===== config.mk =====
export PLATFORM = sky130hd
export DESIGN_NAME = fm_reg_sequencer
export DESIGN_NICKNAME = d
export VERILOG_FILES = /design/src/rtl/fm_pkg.sv /design/src/rtl/fm_cmd_fifo.sv /design/src/rtl/fm_reg_sequencer.sv
export SDC_FILE = /design/constraint.sdc
export NUM_CORES = 1
export LEC_CHECK = 0
export ABC_AREA = 1
export BUFFER_PORTS_ARGS = -buffer_cell sky130_fd_sc_hd__buf_2
export CORE_MARGIN = 4
export CORE_UTILIZATION = 54
export CTS_CLUSTER_DIAMETER = 120
export CTS_CLUSTER_SIZE = 16
export DETAILED_ROUTE_END_ITERATION = 10
export PLACE_DENSITY = 0.76
export SLEW_MARGIN = 20
export SYNTH_ARGS = -nofsm -noshare
export SYNTH_HDL_FRONTEND = slang
export SYNTH_SLANG_ARGS = --single-unit

===== constraint.sdc =====
create_clock -name clk -period 2.5 [get_ports clk]
set_input_delay 0.375 -clock clk [delete_from_list [all_inputs] [get_ports clk]]
set_output_delay 0.375 -clock clk [all_outputs]
set_load 0.005 [all_outputs]

===== src/rtl/fm_pkg.sv =====
// Shared types and default constants for the FM core register sequencer.
package fm_pkg;

    localparam int FIFO_DEPTH_DEFAULT = 8;
    localparam int GAP_CYCLES_DEFAULT = 4;

    typedef enum logic [2:0] {
        ST_IDLE,
        ST_SETUP,
        ST_STROBE,
        ST_HOLD,
        ST_SAMPLE,
        ST_GAP
    } fm_state_t;

    typedef struct packed {
        logic       read;
        logic [5:0] addr;
        logic [7:0] data;
    } fm_cmd_t;

endpackage


===== src/rtl/fm_cmd_fifo.sv =====
// Command FIFO: registered storage, so a pushed entry is visible at the head
// only after the push edge.
module fm_cmd_fifo
    import fm_pkg::*;
#(
    parameter int DEPTH = FIFO_DEPTH_DEFAULT
) (
    input  logic       clk,
    input  logic       rst_n,
    input  logic       push,
    input  fm_cmd_t    din,
    input  logic       pop,
    output fm_cmd_t    dout,
    output logic       full,
    output logic       empty,
    output logic [4:0] level
);

    localparam int AW = $clog2(DEPTH);

    fm_cmd_t       mem [DEPTH];
    logic [AW-1:0] wr_ptr;
    logic [AW-1:0] rd_ptr;
    logic          do_push;
    logic          do_pop;

    assign do_push = push && !full;
    assign do_pop  = pop && !empty;

    // Power-of-two depth lets the pointers wrap by plain overflow.
    always_ff @(posedge clk or negedge rst_n) begin
        if (!rst_n) begin
            wr_ptr <= '0;
            rd_ptr <= '0;
            level  <= '0;
        end else begin
            if (do_push) wr_ptr <= wr_ptr + AW'(1);
            if (do_pop)  rd_ptr <= rd_ptr + AW'(1);
            level <= level + 5'(do_push) - 5'(do_pop);
        end
    end

    always_ff @(posedge clk) begin
        if (do_push) mem[wr_ptr] <= din;
    end

    assign dout  = mem[rd_ptr];
    assign full  = (level == 5'(DEPTH));
    assign empty = (level == 5'd0);

endmodule


===== src/rtl/fm_reg_sequencer.sv =====
// Serialises queued register reads/writes onto the FM core bus with
// setup/strobe/hold timing and a programmable idle gap between accesses.
module fm_reg_sequencer
    import fm_pkg::*;
#(
    parameter int FIFO_DEPTH = FIFO_DEPTH_DEFAULT,
    parameter int GAP_CYCLES = GAP_CYCLES_DEFAULT
) (
    input  logic       clk,
    input  logic       rst_n,
    input  logic       cmd_valid,
    output logic       cmd_ready,
    input  logic       cmd_read,
    input  logic [5:0] cmd_addr,
    input  logic [7:0] cmd_data,
    output logic [5:0] bus_addr,
    output logic [7:0] bus_dout,
    input  logic [7:0] bus_din,
    output logic       bus_rwn,
    output logic       bus_oe,
    output logic       rd_valid,
    output logic [7:0] rd_data,
    output logic [4:0] fifo_level,
    output logic       busy
);

    localparam bit         HAS_GAP  = (GAP_CYCLES > 0);
    localparam logic [3:0] GAP_LAST = (GAP_CYCLES > 0) ? 4'(GAP_CYCLES - 1) : 4'd0;

    fm_state_t  state;
    fm_state_t  state_nxt;
    fm_cmd_t    head;
    fm_cmd_t    cmd_in;
    logic       full;
    logic       empty;
    logic       pop;
    logic       cur_read;
    logic [3:0] gap_cnt;

    assign cmd_in    = '{read: cmd_read, addr: cmd_addr, data: cmd_data};
    assign cmd_ready = !full;

    fm_cmd_fifo #(.DEPTH(FIFO_DEPTH)) u_fifo (
        .clk   (clk),
        .rst_n (rst_n),
        .push  (cmd_valid && cmd_ready),
        .din   (cmd_in),
        .pop   (pop),
        .dout  (head),
        .full  (full),
        .empty (empty),
        .level (fifo_level)
    );

    always_comb begin
        state_nxt = state;
        pop       = 1'b0;
        case (state)
            ST_IDLE: begin
                if (!empty) begin
                    pop       = 1'b1;
                    state_nxt = ST_SETUP;
                end
            end
            ST_SETUP:  state_nxt = cur_read ? ST_SAMPLE : ST_STROBE;
            ST_STROBE: state_nxt = ST_HOLD;
            ST_HOLD, ST_SAMPLE, ST_GAP: begin
                // End of an access: either wait out the gap or chain the next one.
                if (HAS_GAP && (state != ST_GAP || gap_cnt != 4'd0)) begin
                    state_nxt = ST_GAP;
                end else if (!empty) begin
                    pop       = 1'b1;
                    state_nxt = ST_SETUP;
                end else begin
                    state_nxt = ST_IDLE;
                end
            end
            default: state_nxt = ST_IDLE;
        endcase
    end

    always_ff @(posedge clk or negedge rst_n) begin
        if (!rst_n) begin
            state    <= ST_IDLE;
            cur_read <= 1'b0;
            bus_addr <= '0;
            bus_dout <= '0;
            gap_cnt  <= '0;
            rd_valid <= 1'b0;
            rd_data  <= '0;
        end else begin
            state    <= state_nxt;
            rd_valid <= (state == ST_SAMPLE);
            if (state == ST_SAMPLE) rd_data <= bus_din;
            if (pop) begin
                bus_addr <= head.addr;
                bus_dout <= head.data;
                cur_read <= head.read;
            end
            if (state_nxt == ST_GAP && state != ST_GAP) gap_cnt <= GAP_LAST;
            else if (state == ST_GAP)                  gap_cnt <= gap_cnt - 4'd1;
        end
    end

    // Decoded straight from the state register so reset releases the bus at once.
    assign bus_rwn = (state != ST_STROBE);
    assign bus_oe  = (state == ST_STROBE) || (state == ST_HOLD) ||
                     (state == ST_SETUP && !cur_read);
    assign busy    = !empty || (state != ST_IDLE);

endmodule


Word level (Yosys, flattened, before mapping)
Memories as Yosys holds them, arrays and structs flattened. A register that Yosys moved wholly into a read port is not among the register bits.
Cells that the tools add are included.
- add/sub/neg operators: 5
- eq/ne operators: 9
- muxes and demuxes: 12
- reductions and logical operators: 19
- operators by type and width (cell ; number):
    $pmux W3 S4 ; 1
    $eq A3 B3 Y1 const B ; 3
    $mux W3 ; 3
    $mux W4 ; 2
    $add A3 B1 Y3 const B ; 2
    $eq A3 B2 Y1 const B ; 2
    $add A5 B1 Y5 ; 1
    $eq A5 B4 Y1 const B ; 1
    $logic_and A1 B1 Y1 ; 5
    $logic_not A5 Y1 ; 1
    $mux W1 ; 5
    $sub A5 B1 Y5 ; 1
    $logic_not A1 Y1 ; 4
    $logic_or A1 B1 Y1 ; 4
    $reduce_bool A4 Y1 ; 1
    $sub A4 B1 Y4 const B ; 1
    $eq A3 B1 Y1 const B ; 1
    $logic_not A3 Y1 ; 1
    $ne A3 B2 Y1 const B ; 1
    $ne A3 B3 Y1 const B ; 1
    $reduce_bool A3 Y1 ; 1
    $reduce_or A3 Y1 ; 1
    $pmux W1 S2 ; 1
    $reduce_bool A2 Y1 ; 1
- register bits: 27
- memory bits (writable): 120
- output and inout port bits: 32
- word-level logic and storage cells: 53
- memories kept: 1
- memory list (memory ; words ; bits a word ; rd ports ; clocked after Yosys merged registers in ; write ports ; line ; text):
    u_fifo.mem ; 8 ; 15 ; 1 ; 1 ; 1 ; fm_cmd_fifo.sv:21 ; fm_cmd_t mem [DEPTH];

Depth between registers and ports, before layout
Gate-level depths: netlist of run 1.
- depth in word-level cells: 7
- mapped depth: 14
- depth with buffers taken out: 13

Modules after synthesis
From an unflattened synthesis of run 1, not the netlist that was laid out.
- cells, all modules: 762
- area, all modules: 7357.1 µm²
- by module, submodules not included (module ; times used ; cells an instance ; area each (µm²)):
    fm_cmd_fifo ; 1 ; 602 ; 5936.9
    fm_reg_sequencer ; 1 ; 160 ; 1420.1

Least setup slack after synthesis of run 1
Ideal clock, no wire load.
- path kind: reg-to-reg
- start point: register u_fifo.level[2]
- end point: register u_fifo.level[4]
- library setup time: 0.079 ns
- data arrival time: 2.410 ns
- required time: 2.421 ns
- slack: 0.011 ns
- cell stages (with the launch flop): 14
- period minus slack after synthesis: 2.489 ns
- cell sequence: dfrtp_1 > inv_1 > ha_1 > nand3_2 > nand2_2 > nand2_4 > buf_8 > ha_1 > inv_1 > ha_1 > inv_1 > fa_1 > o21ai_0 > xor2_1
- cells in the longest elaborated chain, start to end: 6
- ends and longest elaborated chain (element ; line ; text):
    start: declaration ; fm_cmd_fifo.sv:16 ; output logic [4:0] level
    start signal: assignment ; fm_cmd_fifo.sv:39 ; level <= level + 5'(do_push) - 5'(do_pop);
    $logic_not A5 Y1 (*) ; fm_cmd_fifo.sv:49 ; assign empty = (level == 5'd0);
    $mux W1 ; fm_reg_sequencer.sv:60, fm_reg_sequencer.sv:71 ;
    $mux W1 ; fm_reg_sequencer.sv:69 ; if (HAS_GAP && (state != ST_GAP || gap_cnt != 4'd0)) begin
    $pmux W1 S2 ; fm_reg_sequencer.sv:58 ; case (state)
    $logic_and A1 B1 Y1 (*) ; fm_cmd_fifo.sv:28 ; assign do_pop = pop && !empty;
    named net u_fifo.do_pop ; fm_cmd_fifo.sv:25 ; logic do_pop;
    $sub A5 B1 Y5 (*) ; fm_cmd_fifo.sv:39 ;
The timed path passes the listed nets; every way through them passes the cells marked *.
A chain may end at the register's enable or synchronous reset.

Worst setup path after layout of run 1
- start point: register u_fifo.level[3]
- end point: register u_fifo.level[4]
- cells in the longest elaborated chain, start to end: 6
- ends and longest elaborated chain (element ; line):
    $eq A5 B4 Y1 / $logic_not A5 Y1 (equally long branches) ; fm_cmd_fifo.sv:48, fm_cmd_fifo.sv:49
    $logic_not A1 Y1 / $mux W1 (equally long branches) ; -
    $logic_and A1 B1 Y1 / $mux W1 (equally long branches) ; fm_reg_sequencer.sv:46, fm_reg_sequencer.sv:69
    $logic_and A1 B1 Y1 / $pmux W1 S2 (equally long branches) ; fm_cmd_fifo.sv:27, fm_reg_sequencer.sv:58
    $add A5 B1 Y5 / $logic_and A1 B1 Y1 (equally long branches) ; fm_cmd_fifo.sv:39, fm_cmd_fifo.sv:28
    $sub A5 B1 Y5 (*) ; fm_cmd_fifo.sv:39
Every way passes the cells marked *; elsewhere a longest branch is shown, timed or not.

==> metrics, run 1 <==
mux contribution to synthesized area 0%; power per cell area 1170 nW/µm²; worst min-delay path category in2reg; Synth top area share about half; Synth top cells by count 185 x nand2_1, 142 x inv_1, 120 x edfxtp_1; Critical Path Sink Type flip-flop; I/O pin cnt 58; largest net degree at the start of global routing 62; # DRC 0; Synth area leader edfxtp_1; fmax 435 MHz; Core ar. roughly 13000 µm²; Antenna diodes 0; Total Wirelength 15000 µm; critical path peak fanout 4; fraction of the mapped netlist area in compound gates between 1 and 1.5%; P_int 0.00628 W; clk sinks 162; PortBufs 57; first-pass GRT wire length 24200 µm; CTS Buffer Depth 2; max_cap viols 0; Worst Path Required 2840 ps; GRT Total Usage 21.1%; leak pwr 3.91 nW; Logic pwr share 35.8%; sw frac 36.0%; CTS tree built; Routed Antenna Nets 0; Seq/Total Area, Yosys 64.6%; worst vdd ir 0.00107 V; vias per cell 5.17; total power draw 0.00981 W; largest family of logic cells by synthesized area simple AND/OR/NAND/NOR gates; share of post-route cells with drive strength above 1 18.3%; routability cong. 0.771; Fill cells 970; Max Slew Vio Count 0; setup violators final 0; number of CTS-inserted buffers 17; Vias 4981; top cells by area, synth edfxtp_1 50%, dfrtp_1 15%, nand2_1 9.6%, nand3_1 7.7%, inv_1 7.4%; ys async rst share 25.9%; Avg WL per Cell about 16 µm; Tcrit/Tclk final 91.9%; Synth Area in Adders under 10%; Worst-Margin Slew about 660 ps; Root Buffer clkbuf_16; Post-Synth XOR/XNOR Area less than 1%; status complete, no violations; initial antenna violation count 1; worst rel slew slack 55.9%; post-synthesis simple-gate area fraction 21.7%; Final HPWL DP between 9000 and 10000 µm; vias in the first global route 5056; syn_nets 743; DRT iter0 DRCs 325; Overflow after GRT 0; Cell Rows 41; Final Hold Fails 0; Net Sw Power 0.00353 W; Setup CP Type reg2reg; mapped cell area just over 7000 µm²; Main synth FF type edfxtp_1; Area growth syn-to-layout 16.0%; Final Critical Period between 2000 and 2500 ps; Final TNS setup 0 ps; clock slew at reported path FFs 60 ps; clock power share 25.1%; Warnings, synthesis 0; post-synth cell types 29; Nets 818; syn_area_per_cell 10.2 µm²; Post-Syn Instances 705; sequential cell fraction of total power about two fifths; die height 124 µm; Worst Path Arrival approximately 2600 ps; Die ar. roughly 15000 µm²; total iterations of the first detailed-routing run 5; Setup Skew around 5.8 ps; Startpoint Class flip-flop; #FFs+latches synth 162; EDFF count, synth 120; die width 124 µm; CTS H-Tree Depth 4; Worst-Skew Late Latency 420 ps; Initial Util 56.2%; top-count cell post-synth nand2_1
[final cells by class]
class / count / area [µm²] / share of cell area [%]
clock inverter: 5 / 48.8 / 0.584
tap: 172 / 215 / 2.57
clock buffer: 26 / 519 / 6.21
sequential: 162 / 4660 / 55.7
timing repair buffer: 83 / 495 / 5.93
inverter: 146 / 548 / 6.56
multi-input combinational: 370 / 1880 / 22.5
[registers in the layout, indices dropped and copies added (netlist names)]
register	count
u_fifo.mem	120
bus_dout	8
rd_data	8
bus_addr	6
u_fifo.level	5
gap_cnt	4
state	3
u_fifo.rd_ptr	3
u_fifo.wr_ptr	3
cur_read	1
rd_valid	1
[routing by layer]
metal | up-vias | share of wire, % | global-route usage [%] | wire length [µm]
met4 | 2 | 3.3 | 10.5 | 488
li1 | 2395 | - | - | -
met3 | 42 | 6.9 | 5.22 | 1040
met5 | - | 0.087 | 0 | 13
met2 | 150 | 51 | 36.9 | 7610
met1 | 2392 | 39 | 24.1 | 5860
[cell usage in the layout, fill, tap and decap left out]
master,count
buf_4,24
a21oi_1,3
ha_1,10
nand3_4,1
inv_2,5
dfrtp_1,41
buf_12,1
nor3_4,1
ha_2,1
nor2_4,1
nand2_1,185
clkbuf_1,3
o21ai_2,3
nand3_1,111
or2_2,1
clkbuf_8,6
nor3_1,1
dfrtp_2,1
clkinv_1,1
fa_2,1
nor2_2,1
clkbuf_16,17
dlygate4sd3_1,1
clkinv_2,3
o21ai_0,7
edfxtp_1,120
nor3_2,1
nand2_4,2
xnor2_1,3
nor2_1,14
xor2_1,4
nand2_2,1
bufinv_16,1
buf_2,57
nand3_2,16
nand4_1,2
inv_1,141
[critical path: stages (launching register included)]
cell	delay, ps
dfrtp_1	410
inv_1	100
ha_2	210
nand3_4	110
nand2_2	120
nand2_4	60
ha_1	260
inv_1	50
ha_1	150
inv_1	60
fa_2	370
o21ai_2	160
xor2_1	160
[worst paths after layout]
check | start | to | slack [ps] | depth (start not counted)
setup / recovery | u_fifo.level[3] | u_fifo.level[4] | 200 | 12
hold / removal | bus_din[4] | rd_data[4] | 160 | 3
setup reg to reg | u_fifo.level[3] | u_fifo.level[4] | 200 | 12
hold reg to reg | rd_data[0] | rd_data[0] | 470 | 2
max in group asynchronous | rst_n | u_fifo.rd_ptr[0] | 1560 | 3
min in group asynchronous | rst_n | state[2] | 380 | 2
[through the flow]
step                std cells  hold WS (ps)  setup slack [ps]  util [%]  area, µm²
floorplan                 705          79.4              11.3         -       7210
global placement          929           277               171      60.4       7740
detailed placement        929           282              6.76      60.4       7740
CTS                       961           131              40.3      64.9       8320
global route              964           140             -30.9      65.2       8360
finish                    964           156               203      65.2       8360
[power groups by stage]
| stage | Clock, W | Sequential (W) | Combinational, W |
|---|---|---|---|
| 2_1_floorplan | 0 | 0.00382 | 0.00239 |
| 3_3_place_gp | 0 | 0.00384 | 0.00325 |
| 5_1_grt | 0.00260 | 0.00389 | 0.00398 |
| 4_1_cts | 0.00250 | 0.00383 | 0.00345 |
| 3_5_place_dp | 0 | 0.00388 | 0.00341 |
| 6_report | 0.00246 | 0.00384 | 0.00351 |
[cell families (layout without fill, tap and decap cells)]
logic type / Yosys count / in the layout
and+or+nand+nor: 338 / 338
buffers and inverters: 173 / 260
xor gates and xnor gates: 7 / 7
DFF: 162 / 162
adders and majority gates: 12 / 12
AOI/OAI and AO/OA: 13 / 13
[what timing repair did]
action / in CTS / in global routing
setup buffers: 0 / 3
gates resized for setup: 1 / 6
hold buffers: 1 / 0
cloned: 0 / 0
endpoints found under the setup margin: 1 / 1
pin swaps: 0 / 1
endpoints found under the hold margin: 12 / 0
Power figures use the tool's default switching activity.
==> inputs of run 2 (changes only) <==
- BUFFER_PORTS_ARGS: -buffer_cell sky130_fd_sc_hd__buf_2 -> -buffer_cell sky130_fd_sc_hd__buf_4
==> metrics, run 2 (synthesis results as in run 1) <==
status complete, no violations; die width 124 µm (unchanged); grt met2 use 37.2% (+0.24 points); Vias 4964 (-0.34%); max reg flops 120 (unchanged); Die ar. 15300 µm² (unchanged); power per cell area 1200 nW/µm² (+2.6%); biggest regs u_fifo.mem x120, bus_dout x8, rd_data x8; routability cong. 0.764 (-0.82%); Critical Path Sink Type flip-flop; Worst Path Required 2840 ps (about the same); CTS tree built; initial antenna violation count 0 (-1); Core ar. 12800 µm² (unchanged); critical path peak fanout 4 (unchanged); largest net degree at the start of global routing 62 (unchanged); Hold EP rd_data[1]; Total Wirelength 15200 µm (+1.6%); Final TNS setup 0 ps (unchanged); Core Util, Final 66.5% (+1.4 points); setup bufs post-CTS 0 (unchanged); fmax 431 MHz (-1.1%); Root Buffer clkbuf_16; commonest non-fill, non-tap cell in the layout nand2_1; CTS Buffer Depth 2 (unchanged); met1 Usage GRT 26.9% (+2.8 points); Area growth syn-to-layout 18.4%; die height 124 µm (unchanged); worst min-delay path category in2reg; clock slew at reported path FFs 60 ps (about the same); max_cap viols 0 (unchanged); PortBufs 57 (unchanged); Routed Antenna Nets 0 (unchanged); Avg WL per Cell 15.9 µm (+2.2%); Worst Path Arrival 2660 ps (+20 ps); DRT iter0 DRCs 368 (+13%); Final Hold Fails 0 (unchanged); Overflow after GRT 0 (unchanged); commonest non-fill, non-tap cells in the layout 185 x nand2_1, 141 x inv_1, 120 x edfxtp_1; clk sinks 162 (unchanged); post-route setup slack 179 ps (-24.8 ps); worst slack at placement 36.8 ps (+30.1 ps); first-pass GRT wire length 24800 µm (+2.6%); Initial Util 56.2% (unchanged); # DRC 0 (unchanged); Max Slew Vio Count 0 (unchanged); origin of the critical flop-to-flop path u_fifo.level[3]; Antenna diodes 0 (unchanged); GRT Total Usage 21.8% (+0.66 points); Setup Skew 8.10 ps (+2.28 ps); Most Crowded Layer GR met2; I/O pin cnt 58 (unchanged); Final HPWL DP 9480 µm (-0.40%); Worst-Skew Late Latency 430 ps (about the same); R2R depth 12 (unchanged); vias per cell 5.18 (+0.28%); Cell Rows 41 (unchanged); reg2reg setup slack 180 ps (-20 ps); Tcrit/Tclk final 92.9% (+0.99 points); number of CTS-inserted buffers 17 (unchanged); hold slack 158 ps (+2.08 ps); vias in the first global route 5026 (-0.59%); Top reg by flops u_fifo.mem; setup violators final 0 (unchanged); Final Critical Period 2320 ps (+24.8 ps); Nets 811 (-0.86%); Hold Path Stages 3 (unchanged); RR Endpoint u_fifo.level[4]; share of post-route cells with drive strength above 1 17.7% (-0.62 points); worst vdd ir 0.000910 V (-15%); hold_sp bus_din[1]; Worst-Margin Slew 710 ps (+48.0 ps); met3 global-route usage 4.53% (-0.69 points); leak pwr 3.96 nW (+1.1%); Startpoint Class flip-flop; total iterations of the first detailed-routing run 7 (+2); CTS H-Tree Depth 4 (unchanged); worst rel slew slack 52.6% (-3.2 points); Setup CP Type reg2reg
## run 2: cell types whose count changed in the layout (fill, tap and decap cells not counted), moves of 2 or more
cell,before,now
clkinv_2,3,1
buf_2,57,0
bufinv_16,1,6
inv_6,0,2
clkbuf_1,3,1
buf_4,24,74
clkinvlp_4,0,2
clkbuf_8,6,0
## run 2: area by class of cell
type                    count  area, µm²
fillers                   979       4290
flip-flops and latches    162       4660
clock inverters            14        234
well taps                 172        215
inverters                 146        548
repair buffers             76        586
multi-input cells         370       1870
clock buffers              18        429
## run 2: through the flow
stage | std cells | total power [W] | area [µm²]
floorplan | 705 | 0.00621 | 7210
global placement | 925 | 0.00722 | 7850
detailed placement | 925 | 0.00743 | 7850
CTS | 958 | 0.0103 | 8530
global route | 958 | 0.0109 | 8530
finish | 958 | 0.0103 | 8530
## run 2: worst max path at each step
| stage | startpoint | endpoint | slack [ps] | cells after the start |
|---|---|---|---|---|
| finish | u_fifo.level[3] | u_fifo.level[4] | 180 | 12 |
| floorplan | u_fifo.level[2] | u_fifo.level[4] | 10 | 13 |
| CTS | u_fifo.level[1] | u_fifo.level[4] | 20 | 11 |
| global placement | u_fifo.level[2] | u_fifo.level[4] | 160 | 12 |
| global route | u_fifo.level[3] | u_fifo.level[4] | -20 | 12 |
| detailed placement | u_fifo.level[1] | u_fifo.level[4] | 40 | 11 |
## run 2: repair_timing
action / CTS / global route
gates resized for setup: 0 / 5
setup endpoints to repair: 0 / 1
hold endpoints to repair: 42 / 0
hold buffers: 1 / 0
## run 2: metal layers
layer / vias to the layer above / part of all wire, %
li1: 2380 / -
met1: 2391 / 41
met2: 166 / 51
met3: 27 / 6.3
met4: 0 / 1.8
met5: - / 0
## run 2: critical path: stages (launching register included)
cell     delay, ps
dfrtp_1        410
inv_1          100
ha_2           190
nand3_2        140
nand2_2        130
nand2_4         50
ha_1           260
inv_1           60
ha_1           160
inv_1           60
fa_2           350
o21ai_1        160
xor2_1         170
## run 2: power breakdown
part           switching, W  leakage [nW]  internal (W)  total [W]
clock network       0.00102         0.316       0.00187    0.00289
logic               0.00217          2.04       0.00133    0.00350
registers          0.000375          1.60       0.00351    0.00389
==> inputs of run 3 (changes only) <==
- CORE_UTILIZATION: 54 -> 60
- PLACE_DENSITY: 0.76 -> 0.9
- clock period: 2.5 -> 2.15 ns (I/O delays scaled with it)
==> metrics, run 3 (synthesis results as in run 1) <==
status complete, no violations; clk sinks 162 (unchanged); Die ar. 13800 µm² (-9.4%); clock power share 23.7% (-4.4 points); die height 118 µm (-4.8%); Worst-Skew Late Latency 420 ps (about the same); Startpoint Class flip-flop; Setup CP Type reg2reg; Routed Antenna Nets 0 (unchanged); worst vdd ir 0.000728 V (-20%); max reg flops 120 (unchanged); total iterations of the first detailed-routing run 5 (-2); CTS H-Tree Depth 4 (unchanged); largest net degree at the start of global routing 63 (+1.6%); biggest regs u_fifo.mem x120, bus_dout x8, rd_data x8; Avg WL per Cell 17.8 µm (+12%); Worst-Margin Slew 645 ps (-64.9 ps); Top reg by flops u_fifo.mem; CP Cell Sequence inv_2 > ha_4 > nand2_2 > nor2_4 > nand2_4 > nand2_4 > ha_4 > inv_2 > ha_4 > inv_2 > fa_2 > o21ai_2 > xor2_1; vias in the first global route 5482 (+9.1%); share of post-route cells with drive strength above 1 20.0% (+2.3 points); sequential cell fraction of total power 37.5% (-0.4 points); P_int 0.00750 W (+12%); Final TNS setup 0 ps (unchanged); CP Launch Point gap_cnt[0]; Critical Path Sink Type flip-flop; WL met2 8910 µm (+15%); commonest non-fill, non-tap cells in the layout 184 x nand2_1, 135 x inv_1, 120 x edfxtp_1; commonest non-fill, non-tap cell in the layout nand2_1; unrepaired setup endpoints after global routing true; Nets 819 (+0.99%); Vias 5207 (+4.9%); I/O pin cnt 58 (unchanged); WP depth 13 (+1); Antenna diodes 0 (unchanged); WP buf/inv 3 (unchanged); Core Util, Final 74.5% (+7.9 points); uppermost layer routed met4; leak pwr 3.96 nW (+0.14%); power per cell area 1380 nW/µm² (+14%); RR Endpoint u_fifo.level[4]; Cell Rows 39 (-4.9%); first-pass GRT wire length 27000 µm (+8.7%); metal3 WL 1160 µm (+20%); CP top delay family adder cells; vias per cell 5.56 (+7.2%); origin of the critical flop-to-flop path gap_cnt[0]; DRT iter0 DRCs 453 (+23%); PortBufs 57 (unchanged); clock slew at reported path FFs 60 ps (about the same); critical path peak fanout 2 (-2); Worst Path Arrival 2460 ps (-200 ps); initial antenna violation count 0 (unchanged); reg2reg setup slack 30 ps (-140 ps); worst rel slew slack 57.0% (+4.4 points); Final HPWL DP 10300 µm (+8.4%); GRT Total Usage 25.0% (+3.2 points); Setup Skew 9.69 ps (+1.59 ps); setup violators final 0 (unchanged); M1 WL 6220 µm (-0.30%); # DRC 0 (unchanged); Total Wirelength 16600 µm (+9.2%); Net Sw Power 0.00437 W (+23%); hold_sp bus_din[1]; Critical-path top delay cell dfrtp_1; Area growth syn-to-layout 19.5%; CTS Buffer Depth 2 (unchanged); sw frac 36.8% (+2.1 points); Initial Util 62.3% (+6.1 points); Overflow after GRT 0 (unchanged); worst min-delay path category in2reg; Tcrit/Tclk final 98.4% (+5.5 points); Root Buffer clkbuf_16; Worst Path Required 2500 ps (-340 ps); R2R depth 13 (+1); CP endpoint u_fifo.level[4]; Max Slew Vio Count 0 (unchanged); number of CTS-inserted buffers 17 (unchanged); Core ar. 11600 µm² (-9.8%); Logic pwr share 38.8% (+4.8 points); Final Hold Fails 0 (unchanged); Fill cells 724 (-26%); fmax 473 MHz (+9.8%); critical path's largest stage delay 400 ps (about the same); max_cap viols 0 (unchanged); Final Critical Period 2120 ps (-206 ps); routability cong. 0.784 (+2.6%); CTS tree built; die width 118 µm (-4.8%)
## run 3: cell types whose count changed in the layout (fill, tap and decap cells not counted), moves of 2 or more
cell,previous run,this run
inv_2,5,11
bufinv_16,6,1
inv_1,141,135
buf_12,1,8
clkbuf_1,1,4
nor2_1,14,10
clkbuf_8,0,2
clkinv_2,1,3
ha_4,0,4
nor2_2,1,4
ha_1,10,7
## run 3: per-stage QoR
| step | hold WS [ps] | setup WS (ps) | power (W) | cell area [µm²] | instances |
|---|---|---|---|---|---|
| 2_1_floorplan | 26.9 | -85.6 | 0.00734 | 7270 | 705 |
| 3_3_place_gp | 339 | 80.2 | 0.00858 | 7990 | 900 |
| 3_5_place_dp | 352 | -12.9 | 0.00893 | 7990 | 900 |
| 4_1_cts | 96.1 | 4.42 | 0.0118 | 8560 | 933 |
| 5_1_grt | 106 | -46.3 | 0.0126 | 8610 | 937 |
| 6_report | 111 | 35.0 | 0.0119 | 8610 | 937 |
## run 3: worst min path at each step
stage	to	slack (ps)	depth (start not counted)
6_report	rd_data[1]	110	3
5_1_grt	rd_data[6]	110	3
4_1_cts	rd_data[1]	100	3
3_5_place_dp	state[1]	350	1
3_3_place_gp	rd_valid	340	1
2_1_floorplan	bus_addr[0]	30	0
## run 3: tightest hold or removal path, delay by kind of cell
family / cells / cell delay, ps
buf+inv: 1 / 80
simple gates: 2 / 100
## run 3: area by class of cell
| type | instances | area [µm²] | area share [%] |
|---|---|---|---|
| sequential | 162 | 4650 | 54.1 |
| clock buffer | 23 | 468 | 5.43 |
| multi-input combinational | 370 | 1950 | 22.6 |
| timing repair buffer | 84 | 733 | 8.51 |
| inverter | 146 | 548 | 6.36 |
| clock inverter | 9 | 81.3 | 0.944 |
| tap | 143 | 179 | 2.08 |
## run 3: layer usage
| metal | up-vias | global-route usage, % |
|---|---|---|
| met5 | - | 0 |
| met4 | 0 | 10.5 |
| met3 | 36 | 5.53 |
| li1 | 2398 | - |
| met1 | 2526 | 29.6 |
| met2 | 247 | 44.1 |
## run 3: timing repair
item,in CTS,in global routing
hold buffers,1,0
gates resized for setup,2,8
pin swaps,0,5
setup endpoints to repair,1,62
buffers inserted,0,4
endpoints found under the hold margin,42,0
## run 3: power groups by stage
stage | clock (W) | sequential (W) | combinational, W
after global routing | 0.00302 | 0.00450 | 0.00511
after floorplan | 0 | 0.00445 | 0.00289
after CTS | 0.00285 | 0.00443 | 0.00455
after detailed placement | 0 | 0.00448 | 0.00445
after global placement | 0 | 0.00443 | 0.00415
final | 0.00282 | 0.00445 | 0.00460
